**config.mk**
```make
export PLATFORM = sky130hd
export DESIGN_NAME = backend_frontend_if
export DESIGN_NICKNAME = d
export VERILOG_FILES = /design/src/rtl/frontend_cmd_definition_pkg.sv /design/src/rtl/backend_frontend_if_fifo.sv /design/src/rtl/backend_frontend_if.sv
export SDC_FILE = /design/constraint.sdc
export NUM_CORES = 1
export LEC_CHECK = 0
export CAP_MARGIN = 25
export CORE_MARGIN = 1
export CORE_UTILIZATION = 60
export CTS_CLUSTER_DIAMETER = 80
export DETAILED_ROUTE_END_ITERATION = 6
export PLACE_DENSITY = 0.78
export SLEW_MARGIN = 10
export SYNTH_ARGS = -nofsm -noshare
export SYNTH_HDL_FRONTEND = slang
export SYNTH_HIERARCHICAL = 1
export SYNTH_SLANG_ARGS = --single-unit
```
**constraint.sdc**
```tcl
create_clock -name i_clk -period 27.3 [get_ports i_clk]
set_input_delay 8.19 -clock i_clk [delete_from_list [all_inputs] [get_ports i_clk]]
set_output_delay 8.19 -clock i_clk [all_outputs]
set_load 0.01 [all_outputs]
```
**src/rtl/frontend_cmd_definition_pkg.sv**
```systemverilog
`default_nettype none
// ============================================================================
//  Module      : frontend_cmd_definition_pkg
//  Description : Shared command definitions between the Global_Controller
//                frontend and the per-channel backend controllers.
//                Provides backend_command_t and the default queue depths
//                used by backend_frontend_if.
//                Also supplies a fallback for `GLOBAL_CONTROLLER_WORD_SIZE
//                when the system build does not define it.
//  Revision    : 1.1 - added BC_CMD_DEPTH_DEFAULT / BC_RDQ_DEPTH_DEFAULT
// ============================================================================

`ifndef GLOBAL_CONTROLLER_WORD_SIZE
`define GLOBAL_CONTROLLER_WORD_SIZE 32
`endif

package frontend_cmd_definition_pkg;

    typedef enum logic [1:0] {
        BC_OP_NOP     = 2'd0,
        BC_OP_READ    = 2'd1,
        BC_OP_WRITE   = 2'd2,
        BC_OP_REFRESH = 2'd3
    } backend_op_t;

    typedef struct packed {
        backend_op_t op;
        logic [3:0]  bank;
        logic [15:0] row;
        logic [9:0]  col;
    } backend_command_t;

    // Default queue depths for one backend channel (powers of two).
    localparam int BC_CMD_DEPTH_DEFAULT = 8;
    localparam int BC_RDQ_DEPTH_DEFAULT = 8;

endpackage : frontend_cmd_definition_pkg

`default_nettype wire

```
**src/rtl/backend_frontend_if_fifo.sv**
```systemverilog
`default_nettype none
// ============================================================================
//  Module      : bc_sync_fifo
//  Description : Generic single-clock show-ahead FIFO. The head entry is
//                always visible on o_pop_data while o_empty is low.
//                A push at full is accepted only when a pop happens in the
//                same cycle; a pop at empty is ignored.
//  Ports       : i_clk, i_rst (sync, active high)
//                i_push / i_push_data   - write side
//                i_pop  / o_pop_data    - read side (show-ahead)
//                o_full, o_empty, o_count (width clog2(DEPTH)+1)
//  Revision    : 1.0 - initial release
// ============================================================================
module bc_sync_fifo #(
    parameter int WIDTH = 8,
    parameter int DEPTH = 8
) (
    input  logic                     i_clk,
    input  logic                     i_rst,
    input  logic                     i_push,
    input  logic [WIDTH-1:0]         i_push_data,
    input  logic                     i_pop,
    output logic [WIDTH-1:0]         o_pop_data,
    output logic                     o_full,
    output logic                     o_empty,
    output logic [$clog2(DEPTH):0]   o_count
);

    localparam int c_ptr_w = $clog2(DEPTH);
    localparam int c_cnt_w = $clog2(DEPTH) + 1;

    localparam logic [c_ptr_w-1:0] c_ptr_one  = {{(c_ptr_w-1){1'b0}}, 1'b1};
    localparam logic [c_cnt_w-1:0] c_cnt_one  = {{(c_cnt_w-1){1'b0}}, 1'b1};
    localparam logic [c_cnt_w-1:0] c_cnt_full = c_cnt_w'(DEPTH);

    logic [WIDTH-1:0]   r_mem [DEPTH];
    logic [c_ptr_w-1:0] r_wr_ptr;
    logic [c_ptr_w-1:0] r_rd_ptr;
    logic [c_cnt_w-1:0] r_count;

    logic w_do_push;
    logic w_do_pop;

    assign o_full     = (r_count == c_cnt_full);
    assign o_empty    = (r_count == '0);
    assign o_count    = r_count;
    assign o_pop_data = r_mem[r_rd_ptr];

    // A pop frees the slot the simultaneous push lands in, so full+pop+push
    // is legal.
    assign w_do_pop  = i_pop && !o_empty;
    assign w_do_push = i_push && (!o_full || w_do_pop);

    // Pointers wrap naturally because DEPTH is a power of two.
    always_ff @(posedge i_clk) begin
        if (i_rst) begin
            r_wr_ptr <= '0;
            r_rd_ptr <= '0;
            r_count  <= '0;
        end else begin
            if (w_do_push) begin
                r_wr_ptr <= r_wr_ptr + c_ptr_one;
            end
            if (w_do_pop) begin
                r_rd_ptr <= r_rd_ptr + c_ptr_one;
            end
            if (w_do_push && !w_do_pop) begin
                r_count <= r_count + c_cnt_one;
            end else if (!w_do_push && w_do_pop) begin
                r_count <= r_count - c_cnt_one;
            end
        end
    end

    // Storage carries no reset; validity is tracked by r_count alone.
    always_ff @(posedge i_clk) begin
        if (w_do_push) begin
            r_mem[r_wr_ptr] <= i_push_data;
        end
    end

endmodule : bc_sync_fifo

`default_nettype wire

```
**src/rtl/backend_frontend_if.sv**
```systemverilog
`default_nettype none
// ============================================================================
//  Module      : backend_frontend_if
//  Description : Per-channel ingress/egress buffer on the backend side of a
//                Global_Controller channel.
//                - Command path: frontend command + write data are queued
//                  together and presented show-ahead to the scheduler.
//                - Return path: DRAM read data is queued and handed back on
//                  the Global_Controller read-enable pull (1-cycle latency).
//                - Generates the registered backend-controller-ready.
//  Ports       : i_clk, i_rst (sync, active high)
//                i_frontend_command_valid / i_frontend_command /
//                i_frontend_write_data / o_backend_controller_ready
//                o_cmd_valid / o_cmd / o_cmd_wdata / i_cmd_pop
//                i_rd_data_valid / i_rd_data / o_rdq_full
//                i_backend_controller_ren / o_returned_data_valid /
//                o_returned_data
//                o_overflow, o_underflow (sticky until reset)
//  Build macro : BACKEND_FRONTEND_IF_BYPASS_EN - when defined, a command
//                accepted into an empty queue while the scheduler pops is
//                passed straight through combinationally.
//  Revision    : 1.0 - initial release
// ============================================================================

`ifndef GLOBAL_CONTROLLER_WORD_SIZE
`define GLOBAL_CONTROLLER_WORD_SIZE 32
`endif

module backend_frontend_if
    import frontend_cmd_definition_pkg::*;
#(
    parameter int CMD_DEPTH = BC_CMD_DEPTH_DEFAULT,
    parameter int RDQ_DEPTH = BC_RDQ_DEPTH_DEFAULT,
    parameter int WORD_W    = `GLOBAL_CONTROLLER_WORD_SIZE
) (
    input  logic                  i_clk,
    input  logic                  i_rst,
    input  logic                  i_frontend_command_valid,
    input  backend_command_t      i_frontend_command,
    input  logic [WORD_W-1:0]     i_frontend_write_data,
    output logic                  o_backend_controller_ready,
    output logic                  o_cmd_valid,
    output backend_command_t      o_cmd,
    output logic [WORD_W-1:0]     o_cmd_wdata,
    input  logic                  i_cmd_pop,
    input  logic                  i_rd_data_valid,
    input  logic [WORD_W-1:0]     i_rd_data,
    output logic                  o_rdq_full,
    input  logic                  i_backend_controller_ren,
    output logic                  o_returned_data_valid,
    output logic [WORD_W-1:0]     o_returned_data,
    output logic                  o_overflow,
    output logic                  o_underflow
);

    localparam int c_cmd_w       = $bits(backend_command_t);
    localparam int c_cmd_entry_w = c_cmd_w + WORD_W;
    localparam int c_cmd_cnt_w   = $clog2(CMD_DEPTH) + 1;
    localparam int c_rdq_cnt_w   = $clog2(RDQ_DEPTH) + 1;

    localparam logic [c_cmd_cnt_w-1:0] c_cmd_cnt_one  = {{(c_cmd_cnt_w-1){1'b0}}, 1'b1};
    localparam logic [c_cmd_cnt_w-1:0] c_cmd_cnt_full = c_cmd_cnt_w'(CMD_DEPTH);

    // ------------------------------------------------------------------
    // Command path
    // ------------------------------------------------------------------
    logic                     r_ready;
    logic                     w_accept;
    logic                     w_bypass;
    logic                     w_cmd_push;
    logic                     w_cmd_pop;
    logic                     w_cmd_full;
    logic                     w_cmd_empty;
    logic [c_cmd_cnt_w-1:0]   w_cmd_count;
    logic [c_cmd_cnt_w-1:0]   w_cmd_count_next;
    logic [c_cmd_entry_w-1:0] w_cmd_head;
    backend_command_t         w_head_cmd;
    logic [WORD_W-1:0]        w_head_wdata;

    assign w_accept     = i_frontend_command_valid && r_ready;
    assign w_head_cmd   = w_cmd_head[c_cmd_entry_w-1 -: c_cmd_w];
    assign w_head_wdata = w_cmd_head[WORD_W-1:0];

`ifdef BACKEND_FRONTEND_IF_BYPASS_EN
    // Empty queue: the incoming command is the logical head. If the
    // scheduler pops it in the same cycle it never touches storage.
    assign w_bypass    = w_cmd_empty && w_accept && i_cmd_pop;
    assign o_cmd_valid = !w_cmd_empty || w_accept;
    assign o_cmd       = w_cmd_empty ? i_frontend_command    : w_head_cmd;
    assign o_cmd_wdata = w_cmd_empty ? i_frontend_write_data : w_head_wdata;
`else
    assign w_bypass    = 1'b0;
    assign o_cmd_valid = !w_cmd_empty;
    assign o_cmd       = w_head_cmd;
    assign o_cmd_wdata = w_head_wdata;
`endif

    // r_ready already guarantees a free slot; w_cmd_full is a backstop.
    assign w_cmd_push = w_accept && !w_bypass && !w_cmd_full;
    assign w_cmd_pop  = i_cmd_pop && !w_cmd_empty;

    always_comb begin
        w_cmd_count_next = w_cmd_count;
        if (w_cmd_push && !w_cmd_pop) begin
            w_cmd_count_next = w_cmd_count + c_cmd_cnt_one;
        end else if (!w_cmd_push && w_cmd_pop) begin
            w_cmd_count_next = w_cmd_count - c_cmd_cnt_one;
        end
    end

    bc_sync_fifo #(
        .WIDTH (c_cmd_entry_w),
        .DEPTH (CMD_DEPTH)
    ) u_cmd_fifo (
        .i_clk       (i_clk),
        .i_rst       (i_rst),
        .i_push      (w_cmd_push),
        .i_push_data ({i_frontend_command, i_frontend_write_data}),
        .i_pop       (w_cmd_pop),
        .o_pop_data  (w_cmd_head),
        .o_full      (w_cmd_full),
        .o_empty     (w_cmd_empty),
        .o_count     (w_cmd_count)
    );

    // ------------------------------------------------------------------
    // Read-return path
    // ------------------------------------------------------------------
    logic                   w_rdq_push;
    logic                   w_rdq_pop;
    logic                   w_rdq_full;
    logic                   w_rdq_empty;
    logic [c_rdq_cnt_w-1:0] w_rdq_count;
    logic [WORD_W-1:0]      w_rdq_head;
    logic                   r_ret_valid;
    logic [WORD_W-1:0]      r_ret_data;
    logic                   r_overflow;
    logic                   r_underflow;

    assign w_rdq_pop  = i_backend_controller_ren && !w_rdq_empty;
    // Full with a concurrent pop still has room for the incoming word.
    assign w_rdq_push = i_rd_data_valid && (!w_rdq_full || w_rdq_pop);

    bc_sync_fifo #(
        .WIDTH (WORD_W),
        .DEPTH (RDQ_DEPTH)
    ) u_rdq_fifo (
        .i_clk       (i_clk),
        .i_rst       (i_rst),
        .i_push      (w_rdq_push),
        .i_push_data (i_rd_data),
        .i_pop       (w_rdq_pop),
        .o_pop_data  (w_rdq_head),
        .o_full      (w_rdq_full),
        .o_empty     (w_rdq_empty),
        .o_count     (w_rdq_count)
    );

    // Occupancy is reported through the full/empty flags only.
    logic w_unused;
    assign w_unused = ^w_rdq_count;

    // ------------------------------------------------------------------
    // Registered outputs: ready, returned data, sticky error flags
    // ------------------------------------------------------------------
    always_ff @(posedge i_clk) begin
        if (i_rst) begin
            r_ready     <= 1'b0;
            r_ret_valid <= 1'b0;
            r_ret_data  <= '0;
            r_overflow  <= 1'b0;
            r_underflow <= 1'b0;
        end else begin
            // Looking at next-cycle occupancy keeps ready from ever
            // admitting a push into a full queue.
            r_ready     <= (w_cmd_count_next != c_cmd_cnt_full);
            r_ret_valid <= w_rdq_pop;
            if (w_rdq_pop) begin
                r_ret_data <= w_rdq_head;
            end
            if (i_rd_data_valid && !w_rdq_push) begin
                r_overflow <= 1'b1;
            end
            if (i_backend_controller_ren && w_rdq_empty) begin
                r_underflow <= 1'b1;
            end
        end
    end

    assign o_backend_controller_ready = r_ready;
    assign o_rdq_full                 = w_rdq_full;
    assign o_returned_data_valid      = r_ret_valid;
    assign o_returned_data            = r_ret_data;
    assign o_overflow                 = r_overflow;
    assign o_underflow                = r_underflow;

endmodule : backend_frontend_if

`default_nettype wire
```
==> metrics.cfg <==
[global_routing]
grt_max_degree = 65
grt_pass1_vias = 15800
antenna_found_initial = 10
grt_overflow = 0
grtUsageTotal = 0.247
grt_pass1_wl_um = 96000

[placed_design]
place_inst = 2276
gp_congestion = 0.742
detailed_place.area_mm2 = 0.0345
dpl.hpwl_um = 33000
port_buffers = 203

[timing]
rsz0062_at_grt = false
fin_crit_ns = 12.78
clock_skew_ns = 0.0186
hold_violations = 0
tightestPinTransition_ns = 0.977
max_freq_ghz = 0.0782
setup_viol = 0
tns_ns = 0
report.final.slew_viol_count = 0
slew_headroom = 0.349
fin_crit_sh = 0.468

[synthesis]
syn_area_per_cell_um2 = 22.1
mappedNetlistNets = 1541
ys_ff_latch = 830
netlist_instances = 1425
seq_area_frac_synth = 0.771
synth_area_mm2 = 0.0315
ys_warn_count = 6
ys_types = 37

[final_layout]
nFillCells = 2845
design_area_mm2 = 0.0373
mostFrequentLayoutCells = 768 x edfxtp_1, 202 x clkdlybuf4s50_1, 192 x mux4_2
nets = 1796
instances_no_fill = 2430
syn_to_final_growth_pct = 18.3
final_common_cell = edfxtp_1
drive_gt1_frac = 0.276

[route]
drt_first_iter_violations = 1230
drt.antenna.violating_nets = 0
dr.pass1.iters = 5
drcViolationCount = 0
drt-total-wl_um = 63900
wl_per_cell_um = 26.3
via_per_inst = 6.14
vias = 14900

[critical_path]
worstReg2RegEnd = u_rdq_fifo/o_count[3]
worstSetupStartpointType = register
r2r_cells = 14
critPathMaxFanout = 45
worstSetupPathType = reg2out
endpoint_kind = primary output
rr_startpoint = u_rdq_fifo/o_count[1]
worst-endpoint-arrival_ns = 4.59
ff2ff_setup_slack_ns = 23.50
cp.required_ns = 19.11

[power]
p_int_mw = 2.53
p_comb_frac = 0.194
p_leak_nw = 11.7
p_switching_mw = 0.824
p_seq_frac = 0.459
swShare = 0.246
peakVddDrop_mv = 0.0833
p_clk_frac = 0.346
p_per_area_mw_per_mm2 = 89.9

[min_path]
hold_end = o_returned_data[4]
worstHoldStart = o_returned_data[4]
hold_path_depth = 2
min_path_type = reg2reg

[cts]
ctsResizeCount = 0
cts_hold_buf = 0
clock_latency_ns = 0.63
cts_tree = yes
path_clk_slew_ns = 0.06
clockBufferDepth = 3
cts_num_sinks = 830
cts-htree-levels = 3
cts_buffers = 82
postCtsSetupBuffers = 0
clockRootBuffer = clkbuf_16

[job]
max_cap_viol_count = 0

[floorplan]
num_io_pins = 204
dieHeight_um = 231
start_util = 0.611
die_area_mm2 = 0.0534
core_region_area_mm2 = 0.0516
placementRows = 83
die_w_um = 231

[run_status]
status = finished, final reports clean

[cells in the mapped netlist]
| cell | n | area, um2 |
|---|---|---|
| dfxtp_1 | 62 | 1240 |
| mux2_2 | 98 | 1100 |
| inv_1 | 9 | 33.8 |
| a22oi_1 | 2 | 15.0 |
| a211oi_1 | 2 | 15.0 |
| nand2b_1 | 5 | 31.3 |
| a31oi_1 | 4 | 25.0 |
| o21ai_1 | 1 | 5.00 |
| nand2_1 | 72 | 270 |
| nor3_1 | 9 | 45.0 |
| o41ai_2 | 2 | 32.5 |
| fa_1 | 2 | 40.0 |
| buf_2 | 12 | 60.1 |
| xor2_1 | 7 | 61.3 |
| a21oi_1 | 39 | 195 |
| inv_2 | 3 | 11.3 |
| ha_1 | 12 | 150 |
| nand3_1 | 2 | 10.0 |
| o211ai_1 | 2 | 15.0 |
| mux4_2 | 192 | 4320 |
| xnor2_1 | 7 | 61.3 |
| and3b_1 | 1 | 8.76 |
| or4b_4 | 2 | 27.5 |
| or4_1 | 1 | 7.51 |
| nor4_1 | 4 | 25.0 |
| buf_4 | 2 | 15.0 |
| a21boi_0 | 1 | 7.51 |
| nor2_1 | 35 | 131 |
| buf_1 | 11 | 41.3 |
| and3_1 | 1 | 6.26 |
| clkbuf_1 | 24 | 90.1 |
| edfxtp_1 | 768 | 23100 |
| nor2b_1 | 3 | 18.8 |
| nor2b_4 | 2 | 27.5 |
| mux2i_1 | 5 | 50.1 |
| buf_6 | 19 | 214 |
| o21ai_4 | 2 | 32.5 |
[cell families (layout without fill, tap and decap cells)]
family | after synthesis | after routing | synth area share
AOI/OAI and AO/OA | 55 | 55 | 0.0109
xor gates and xnor gates | 14 | 14 | 0.00389
adders and majority gates | 14 | 14 | 0.00604
buffers and inverters | 80 | 402 | 0.0148
DFF | 830 | 830 | 0.771
muxes | 295 | 295 | 0.174
other | 0 | 3 | 0
and+or+nand+nor | 137 | 137 | 0.0193
[per-stage QoR]
step                      total power [mW]   util  hold slack [ns]  setup slack (ns)
after detailed placement              2.21  0.668            0.450             15.01
after global routing                  3.47  0.722            0.475             14.08
after global placement                2.19  0.664            0.443             15.01
final                                 3.35  0.723            0.457             14.52
after CTS                             3.38  0.722            0.458             14.27
after floorplan                       1.99      -            0.481             12.06
[layer usage]
layer  wire length (um)  global-route usage  up-vias
li1                   -                   -     6391
met1              24500               0.319     7788
met2              33200               0.419      604
met3               4530              0.0568      130
met4               1520              0.0755       16
met5                104                   0        -
[area by class of cell]
type / count / area, um2 / share of cell area
Antenna cell: 3 / 7.51 / 0.000201
Clock buffer: 101 / 2240 / 0.0600
Clock inverter: 50 / 589 / 0.0158
Inverter: 12 / 45.0 / 0.00121
Multi-Input combinational cell: 515 / 6830 / 0.183
Sequential cell: 830 / 24300 / 0.652
Tap cell: 680 / 851 / 0.0228
Timing Repair Buffer: 239 / 2420 / 0.0648
[critical path, cell delays in order, from the launching register on]
cell and delay, ns:
dfxtp_4 0.90, buf_4 0.82, buf_4 0.78, mux4_2 0.61, mux2_2 0.28, clkdlybuf4s50_1 0.50
[how the worst max path moves through the flow]
stage,startpoint,cells past startpoint,end
after CTS,register,5,o_cmd_wdata[30]
after floorplan,i_frontend_command_valid,3,u_cmd_fifo/r_mem[0][0]
after global placement,register,5,o_cmd[6]
after global routing,register,5,o_cmd_wdata[20]
after detailed placement,register,5,o_cmd[10]
final,register,5,o_cmd_wdata[20]
[flip-flops by register name, indices dropped and copies added (netlist names), named ones only]
register / flops
u_rdq_fifo/o_count: 4
u_cmd_fifo/r_wr_ptr: 3
o_returned_data: 32
u_cmd_fifo/r_rd_ptr: 3
u_cmd_fifo/o_count: 4
o_backend_controller_ready: 1
u_cmd_fifo/r_mem: 512
o_overflow: 1
u_rdq_fifo/r_mem: 256
u_rdq_fifo/r_rd_ptr: 3
o_underflow: 1
o_returned_data_valid: 1
u_rdq_fifo/r_wr_ptr: 3
[power groups by stage]
stage | clock [mW] | sequential (mW) | combinational [mW]
2_1_floorplan | 0 | 1.54 | 0.448
3_3_place_gp | 0 | 1.56 | 0.630
6_report | 1.16 | 1.54 | 0.651
4_1_cts | 1.18 | 1.54 | 0.660
3_5_place_dp | 0 | 1.56 | 0.650
5_1_grt | 1.22 | 1.55 | 0.696
(Power assumes the default switching activity.)
